--- config.mk ---
export PLATFORM = sky130hd
export DESIGN_NAME = uart_cmd_ctrl
export DESIGN_NICKNAME = d
export VERILOG_FILES = /design/src/rtl/uart_cmd_ctrl.sv
export SDC_FILE = /design/constraint.sdc
export NUM_CORES = 1
export LEC_CHECK = 0
export ABC_AREA = 1
export CORE_ASPECT_RATIO = 1.5
export CORE_MARGIN = 2
export CORE_UTILIZATION = 24
export CTS_CLUSTER_DIAMETER = 80
export DETAILED_ROUTE_END_ITERATION = 10
export PLACE_DENSITY = 0.53
export SYNTH_ARGS = -nofsm -noshare
export SYNTH_HDL_FRONTEND = slang
export SYNTH_SLANG_ARGS = --single-unit
--- constraint.sdc ---
create_clock -name i_clk -period 1.55 [get_ports i_clk]
set_input_delay 0.2325 -clock i_clk [delete_from_list [all_inputs] [get_ports i_clk]]
set_output_delay 0.2325 -clock i_clk [all_outputs]
set_load 0.02 [all_outputs]
--- src/rtl/uart_cmd_ctrl.sv ---
// uart_cmd_ctrl: command sequencer behind the UART receiver.
// Parses [W][addr][data] write packets and [R][addr] read packets from the
// received byte stream, issues register writes / read requests and returns
// read data through the UART TX handshake.
// Optional build macro UART_CMD_CSUM_EN: each packet carries a trailing byte
// equal to the XOR of all preceding packet bytes, checked before issuing.
//
// Handshakes: o_rd_valid is held with a stable o_rd_addr until a cycle with
// i_rd_ack high (i_rd_data sampled in that cycle); o_tx_valid is held with a
// stable o_tx_data until a cycle with i_tx_ready high. i_rx_valid is a
// one-cycle pulse with no back-pressure.
module uart_cmd_ctrl #(
    parameter int          p_timeout = 100000,
    parameter logic [7:0]  p_op_wr   = 8'h57,
    parameter logic [7:0]  p_op_rd   = 8'h52
) (
    input  logic       i_clk,
    input  logic       i_nrst,
    input  logic       i_rx_valid,
    input  logic [7:0] i_rx_data,
    output logic       o_wr_valid,
    output logic [7:0] o_wr_addr,
    output logic [7:0] o_wr_data,
    output logic       o_rd_valid,
    output logic [7:0] o_rd_addr,
    input  logic       i_rd_ack,
    input  logic [7:0] i_rd_data,
    output logic       o_tx_valid,
    output logic [7:0] o_tx_data,
    input  logic       i_tx_ready,
    output logic       o_err,
    output logic       o_busy
);

    localparam int              TW   = $clog2(p_timeout + 1);
    localparam logic [TW-1:0]   TMAX = TW'(p_timeout);

`ifdef UART_CMD_CSUM_EN
    typedef enum logic [2:0] {
        S_IDLE, S_ADDR, S_DATA, S_CSUM, S_WR, S_RD_REQ, S_TX
    } state_t;
`else
    typedef enum logic [2:0] {
        S_IDLE, S_ADDR, S_DATA, S_WR, S_RD_REQ, S_TX
    } state_t;
`endif

    state_t        state;
    logic          is_wr;
    logic [7:0]    addr;
    logic [7:0]    data;
    logic [7:0]    tx_data;
    logic [TW-1:0] timer;
    logic          wr_valid;
    logic          rd_valid;
    logic          tx_valid;
    logic          err;
`ifdef UART_CMD_CSUM_EN
    logic [7:0]    csum;
`endif

    // Packet FSM with registered strobes. The timer counts idle cycles while
    // waiting for the next packet byte; a byte in the timeout cycle wins.
    always_ff @(posedge i_clk or negedge i_nrst) begin
        if (!i_nrst) begin
            state    <= S_IDLE;
            is_wr    <= 1'b0;
            addr     <= '0;
            data     <= '0;
            tx_data  <= '0;
            timer    <= '0;
            wr_valid <= 1'b0;
            rd_valid <= 1'b0;
            tx_valid <= 1'b0;
            err      <= 1'b0;
`ifdef UART_CMD_CSUM_EN
            csum     <= '0;
`endif
        end else begin
            wr_valid <= 1'b0;
            err      <= 1'b0;
            case (state)
                S_IDLE: begin
                    if (i_rx_valid) begin
                        if (i_rx_data == p_op_wr || i_rx_data == p_op_rd) begin
                            state <= S_ADDR;
                            is_wr <= (i_rx_data == p_op_wr);
                            timer <= '0;
`ifdef UART_CMD_CSUM_EN
                            csum  <= i_rx_data;
`endif
                        end else begin
                            err <= 1'b1;
                        end
                    end
                end
                S_ADDR: begin
                    if (i_rx_valid) begin
                        addr  <= i_rx_data;
                        timer <= '0;
`ifdef UART_CMD_CSUM_EN
                        csum  <= csum ^ i_rx_data;
                        state <= is_wr ? S_DATA : S_CSUM;
`else
                        if (is_wr) begin
                            state <= S_DATA;
                        end else begin
                            state    <= S_RD_REQ;
                            rd_valid <= 1'b1;
                        end
`endif
                    end else if (timer == TMAX) begin
                        state <= S_IDLE;
                        err   <= 1'b1;
                    end else begin
                        timer <= timer + TW'(1);
                    end
                end
                S_DATA: begin
                    if (i_rx_valid) begin
                        data  <= i_rx_data;
                        timer <= '0;
`ifdef UART_CMD_CSUM_EN
                        csum  <= csum ^ i_rx_data;
                        state <= S_CSUM;
`else
                        state    <= S_WR;
                        wr_valid <= 1'b1;
`endif
                    end else if (timer == TMAX) begin
                        state <= S_IDLE;
                        err   <= 1'b1;
                    end else begin
                        timer <= timer + TW'(1);
                    end
                end
`ifdef UART_CMD_CSUM_EN
                S_CSUM: begin
                    if (i_rx_valid) begin
                        timer <= '0;
                        if (i_rx_data != csum) begin
                            state <= S_IDLE;
                            err   <= 1'b1;
                        end else if (is_wr) begin
                            state    <= S_WR;
                            wr_valid <= 1'b1;
                        end else begin
                            state    <= S_RD_REQ;
                            rd_valid <= 1'b1;
                        end
                    end else if (timer == TMAX) begin
                        state <= S_IDLE;
                        err   <= 1'b1;
                    end else begin
                        timer <= timer + TW'(1);
                    end
                end
`endif
                S_WR: begin
                    state <= S_IDLE;
                    err   <= i_rx_valid;
                end
                S_RD_REQ: begin
                    err <= i_rx_valid;
                    if (i_rd_ack) begin
                        rd_valid <= 1'b0;
                        tx_data  <= i_rd_data;
                        tx_valid <= 1'b1;
                        state    <= S_TX;
                    end
                end
                S_TX: begin
                    err <= i_rx_valid;
                    if (i_tx_ready) begin
                        tx_valid <= 1'b0;
                        state    <= S_IDLE;
                    end
                end
                default: state <= S_IDLE;
            endcase
        end
    end

    assign o_wr_valid = wr_valid;
    assign o_wr_addr  = addr;
    assign o_wr_data  = data;
    assign o_rd_valid = rd_valid;
    assign o_rd_addr  = addr;
    assign o_tx_valid = tx_valid;
    assign o_tx_data  = tx_data;
    assign o_err      = err;
    assign o_busy     = (state != S_IDLE);

endmodule
---- After elaboration in Yosys (flattened, before gate mapping) ----
Index checks and enable logic that the tools add are counted.
cells by class
  add/sub/neg operators ................... 1
  equal/unequal tests ..................... 15
  muxes and demuxes ....................... 28
  reduce and logical (&&, ||, !) cells .... 16
operators by type and width
  cell                     number
  $mux W17                 4
  $pmux W17 S2             1
  $mux W3                  8
  $add A17 B1 Y17 const B  1
  $eq A17 B17 Y1 const B   1
  $eq A8 B7 Y1 const B     2
  $pmux W3 S5              1
  $ne A2 B2 Y1 const B     6
  $reduce_and A4 Y1        3
  $mux W1                  11
  $eq A3 B2 Y1 const B     2
  $eq A3 B3 Y1 const B     2
  $reduce_and A2 Y1        3
  $reduce_and A3 Y1        2
  $reduce_bool A2 Y1       3
  $pmux W1 S2              2
  $eq A3 B1 Y1 const B     1
  $logic_not A3 Y1         1
  $ne A3 B3 Y1 const B     1
  $pmux W1 S3              1
  $reduce_bool A3 Y1       1
  $reduce_or A3 Y1         1
  $reduce_or A2 Y1         1
  $logic_or A1 B1 Y1       1
word-level totals
  flip-flop bits (word level) ............. 49
  input port bits ......................... 21
  logic and storage cells ................. 70

---- Longest topological paths before layout ----
  depth in word-level cells ............... 5
  gate-level depth with buffers ........... 11
  depth with buffers taken out ............ 11

---- Worst setup path after synthesis ----
Ideal clock, no wire load.
  path kind ............................... register to register
  start ................................... register state[0]
  end ..................................... register data[5], in the netlist o_wr_data[5]
  library setup time ...................... 0.125 ns
  arrival time ............................ 1.345 ns
  required time ........................... 1.425 ns
  setup slack ............................. 0.080 ns
  stages on the path, launching flop included .. 6
  path buffers ............................ 1
  period minus slack after synthesis ...... 1.470 ns
  cells stage by stage .................... dfrtp_1 -> inv_2 -> nand3_2 -> nor2_1 -> buf_4 -> mux2_2
on the way
  cells in the longest elaborated chain, start to end .. 2
ends and longest elaborated chain
  element                      line  text
  start: declaration           48    state_t state;
  start signal: assignment     66    state <= S_IDLE;
  start signal: assignment     86    state <= S_ADDR;
  start signal: assignment     106   state <= S_DATA;
  $eq A3 B2 Y1                 82    case (state)
  $reduce_and A2 Y1 (no line)  -
  end signal: assignment       121   data <= i_rx_data;
  end: declaration             51    logic [7:0] data;
No other way between the ends.
A chain may end at the register's enable or synchronous reset.

---- Final worst setup path ----
  start ................................... register addr[3], in the netlist o_rd_addr[3]
  end ..................................... output o_wr_addr[3]
RTL lines
  element                   line  text
  start: declaration        50    logic [7:0] addr;
  start signal: assignment  99    addr <= i_rx_data;
  end: declaration          22    output logic [7:0] o_wr_addr,
No word-level cell between the ends.

==> key figures <==
Detailed routing
  – Drt first pass iters: 4
  – Final antenna-violating net count: 0
  – Routed vias: approximately 2700
  – Total Wirelength: about 7700 µm
  – Via density: ~4.4
  – Iteration-0 DRC Markers: roughly 190
  – Wire per inst: approximately 13 µm
  – Drt drc: 0

Clock network
  – Sink Count: 49
  – CTS tree: done
  – Worst-Skew Late Latency: ~0.29 ns
  – CTS Root Cell: clkbuf_16
  – CTS Buffer Depth: 2
  – Clk pin slew, worst setup/hold paths: roughly 0.060 ns
  – CTS buffer count: 5
  – H-tree depth: 2

Power and ir drop
  – Design Power: 6.53 mW
  – Int Pwr: about 4 mW
  – Switching power: about 2.6 mW
  – Sequential share of power: between 20% and 30%
  – Pwr/cell area: roughly 1600 nW/µm²
  – Leakage power: between 1.5 and 2 nW
  – Peak supply drop: 0.902 mV
  – Clock Power Share: roughly 17%
  – Sw Share: 40.4%
  – Comb power frac: between 50% and 60%

STA
  – Least-Margin Pin Slew: 0.446 ns
  – Total negative slack: 0 ns
  – Fmax achieved: between 0.6 and 0.7 GHz
  – Slew margin rel.: a little over two thirds
  – Clk_skew: approximately 0.0071 ns
  – Final setup margin: around 0.046 ns
  – RSZ-0062 raised after global routing: true
  – Tmin final: ~1.5 ns
  – Final Max Tran Viols: 0
  – Period utilization: a little over nine tenths
  – # setup viols final: 0
  – Hold slack: 0.435 ns
  – Final Hold Vio Count: 0

Floorplanning
  – Die ar.: roughly 12000 µm²
  – Placeable core area: between 10000 and 15000 µm²
  – Chip height: approximately 140 µm
  – IO Count: between 50 and 60
  – Initial Util: 24.7%
  – Core Rows: between 40 and 50
  – Die Wd: approximately 90 µm

Worst setup path
  – Worst Setup SP: o_rd_addr[3]
  – Crit. End Element: output port
  – Crit-path max FO: 3
  – Max incr delay on CP: 0.61 ns
  – Worst r2r src: timer[0]
  – Worst path slowest cell: clkdlybuf4s50_1
  – CP Depth: 1
  – Worst EP required: roughly 1.3 ns
  – R2R setup slack: roughly 0.046 ns
  – Critical-path cell list: clkdlybuf4s50_1
  – Critical Path AT: between 1 and 1.5 ns
  – Family with the most delay on the worst path: buffers and inverters
  – CP Buf/Inv Count: 1
  – Worst setup SP type: register
  – Critical path class: reg2out
  – Worst R2R Path Depth: 11

Global route
  – Initial antenna violation count: 0
  – Vias in the first global route: between 2000 and 3000
  – First-pass GRT wire length: roughly 13000 µm
  – GRT Overall Usage: a little over an eighth
  – Largest net degree at the start of global routing: 33
  – Final global-route overflow total: 0

Placement
  – Placed cells: between 500 and 600
  – Post-DP HPWL: around 5500 µm
  – Placed inst area: approximately 3700 µm²
  – Placer Congestion: 0.878
  – Place WS: -0.321 ns
  – # port buffers: 57

Yosys
  – Flops & latches, synth: 49
  – Synth cell types: 31
  – Yosys warnings: 0
  – Cells after synthesis: between 300 and 400
  – Seq/Total Area, Yosys: 44.6%
  – Mean Syn Cell Area: approximately 7.6 µm²
  – Net Count, Synth: 385
  – Post-Syn Area: around 2700 µm²

Cells and area
  – Final core occ: between 30% and 40%
  – Most frequent cells in the layout: 124 x nand2_1, 48 x dfrtp_1, 46 x clkdlybuf4s50_1
  – ANT cells: 0
  – Share of cells above drive strength 1: 23.8%
  – Commonest non-fill, non-tap cell in the layout: nand2_1
  – Non-Filler Instances: 600
  – Area Growth Syn to Fin: 46.8%
  – Final #Nets: 476
  – Final Cell Area: about 4000 µm²

Flow run
  – Maxcap violations: 0

Status
  – Status: complete, no violations

Hold path
  – Min-delay worst type: in2async
==> cell usage after synthesis, drive strengths merged <==
cell type	number	share of area [%]
nand2	140	20
dfrtp	49	45
nor2	48	7.2
inv	33	4.5
nand3	21	4.6
buf	13	3.7
nand4	12	2.7
mux2	10	4.1
o21ai	10	1.8
a21oi	5	0.91
nor3	4	0.73
a31o	3	0.96
and2	2	0.46
ha	2	0.91
o21bai	2	0.55
xor2	2	0.64
a21boi	1	0.27
a22o	1	0.32
a2bb2oi	1	0.32
clkbuf	1	0.14
clkinv	1	0.14
or2	1	0.23
==> repair_timing <==
action,CTS,global route
cloned,3,0
pin swaps,18,5
endpoints found under the hold margin,17,0
resized for setup,23,32
setup endpoints to repair,19,31
setup buffers,3,0
hold buffers,1,0
==> path summary, 6_finish.rpt <==
check / end
max in group asynchronous: timer[0]
min: o_wr_data[3]
min in group i_clk: o_tx_data[5]
min reg2reg: o_tx_data[5]
max reg2reg: timer[1]
max: o_wr_addr[3]
==> power groups by stage <==
stage	logic [mW]	registers [mW]	clock network, mW
3_3_place_gp	3.19	1.93	0
5_1_grt	3.76	1.98	1.21
2_1_floorplan	1.40	2.33	0
3_5_place_dp	3.21	1.94	0
6_report	3.50	1.92	1.11
4_1_cts	3.50	1.93	1.15
==> cell type report <==
class | count | area, µm²
multi-input cells | 268 | 1450
inverters | 34 | 128
well taps | 147 | 184
clock buffers | 6 | 139
flip-flops and latches | 49 | 1230
repair buffers | 95 | 896
fillers | 1166 | 7080
clock inverters | 1 | 7.51
==> flip-flops by register name, indices dropped and copies added (netlist names) <==
register / flops
o_rd_addr: 8
o_tx_valid: 1
o_wr_data: 8
timer: 17
o_rd_valid: 1
state: 3
o_tx_data: 8
is_wr: 1
o_wr_valid: 1
o_err: 1
==> logic make-up (layout without fill, tap and decap cells) <==
logic type	after synthesis	count (layout)	share of synthesized area (%)
adder cells (fa/ha/maj)	2	2	0.911
flip-flops	49	49	44.6
XOR/XNOR	2	2	0.638
AO/OA/AOI/OAI	23	23	5.15
multiplexers	10	10	4.10
buffers and inverters	48	136	8.52
AND/OR/NAND/NOR	228	231	36.0
==> per-layer routing <==
metal | up-vias | wire, µm | global-route usage [%]
met5 | - | 0 | 0
met4 | 0 | 208 | 6.06
met3 | 12 | 271 | 2.01
met2 | 56 | 4290 | 24.7
met1 | 1267 | 2930 | 14.1
li1 | 1324 | - | -
Power figures use the tool's default switching activity.
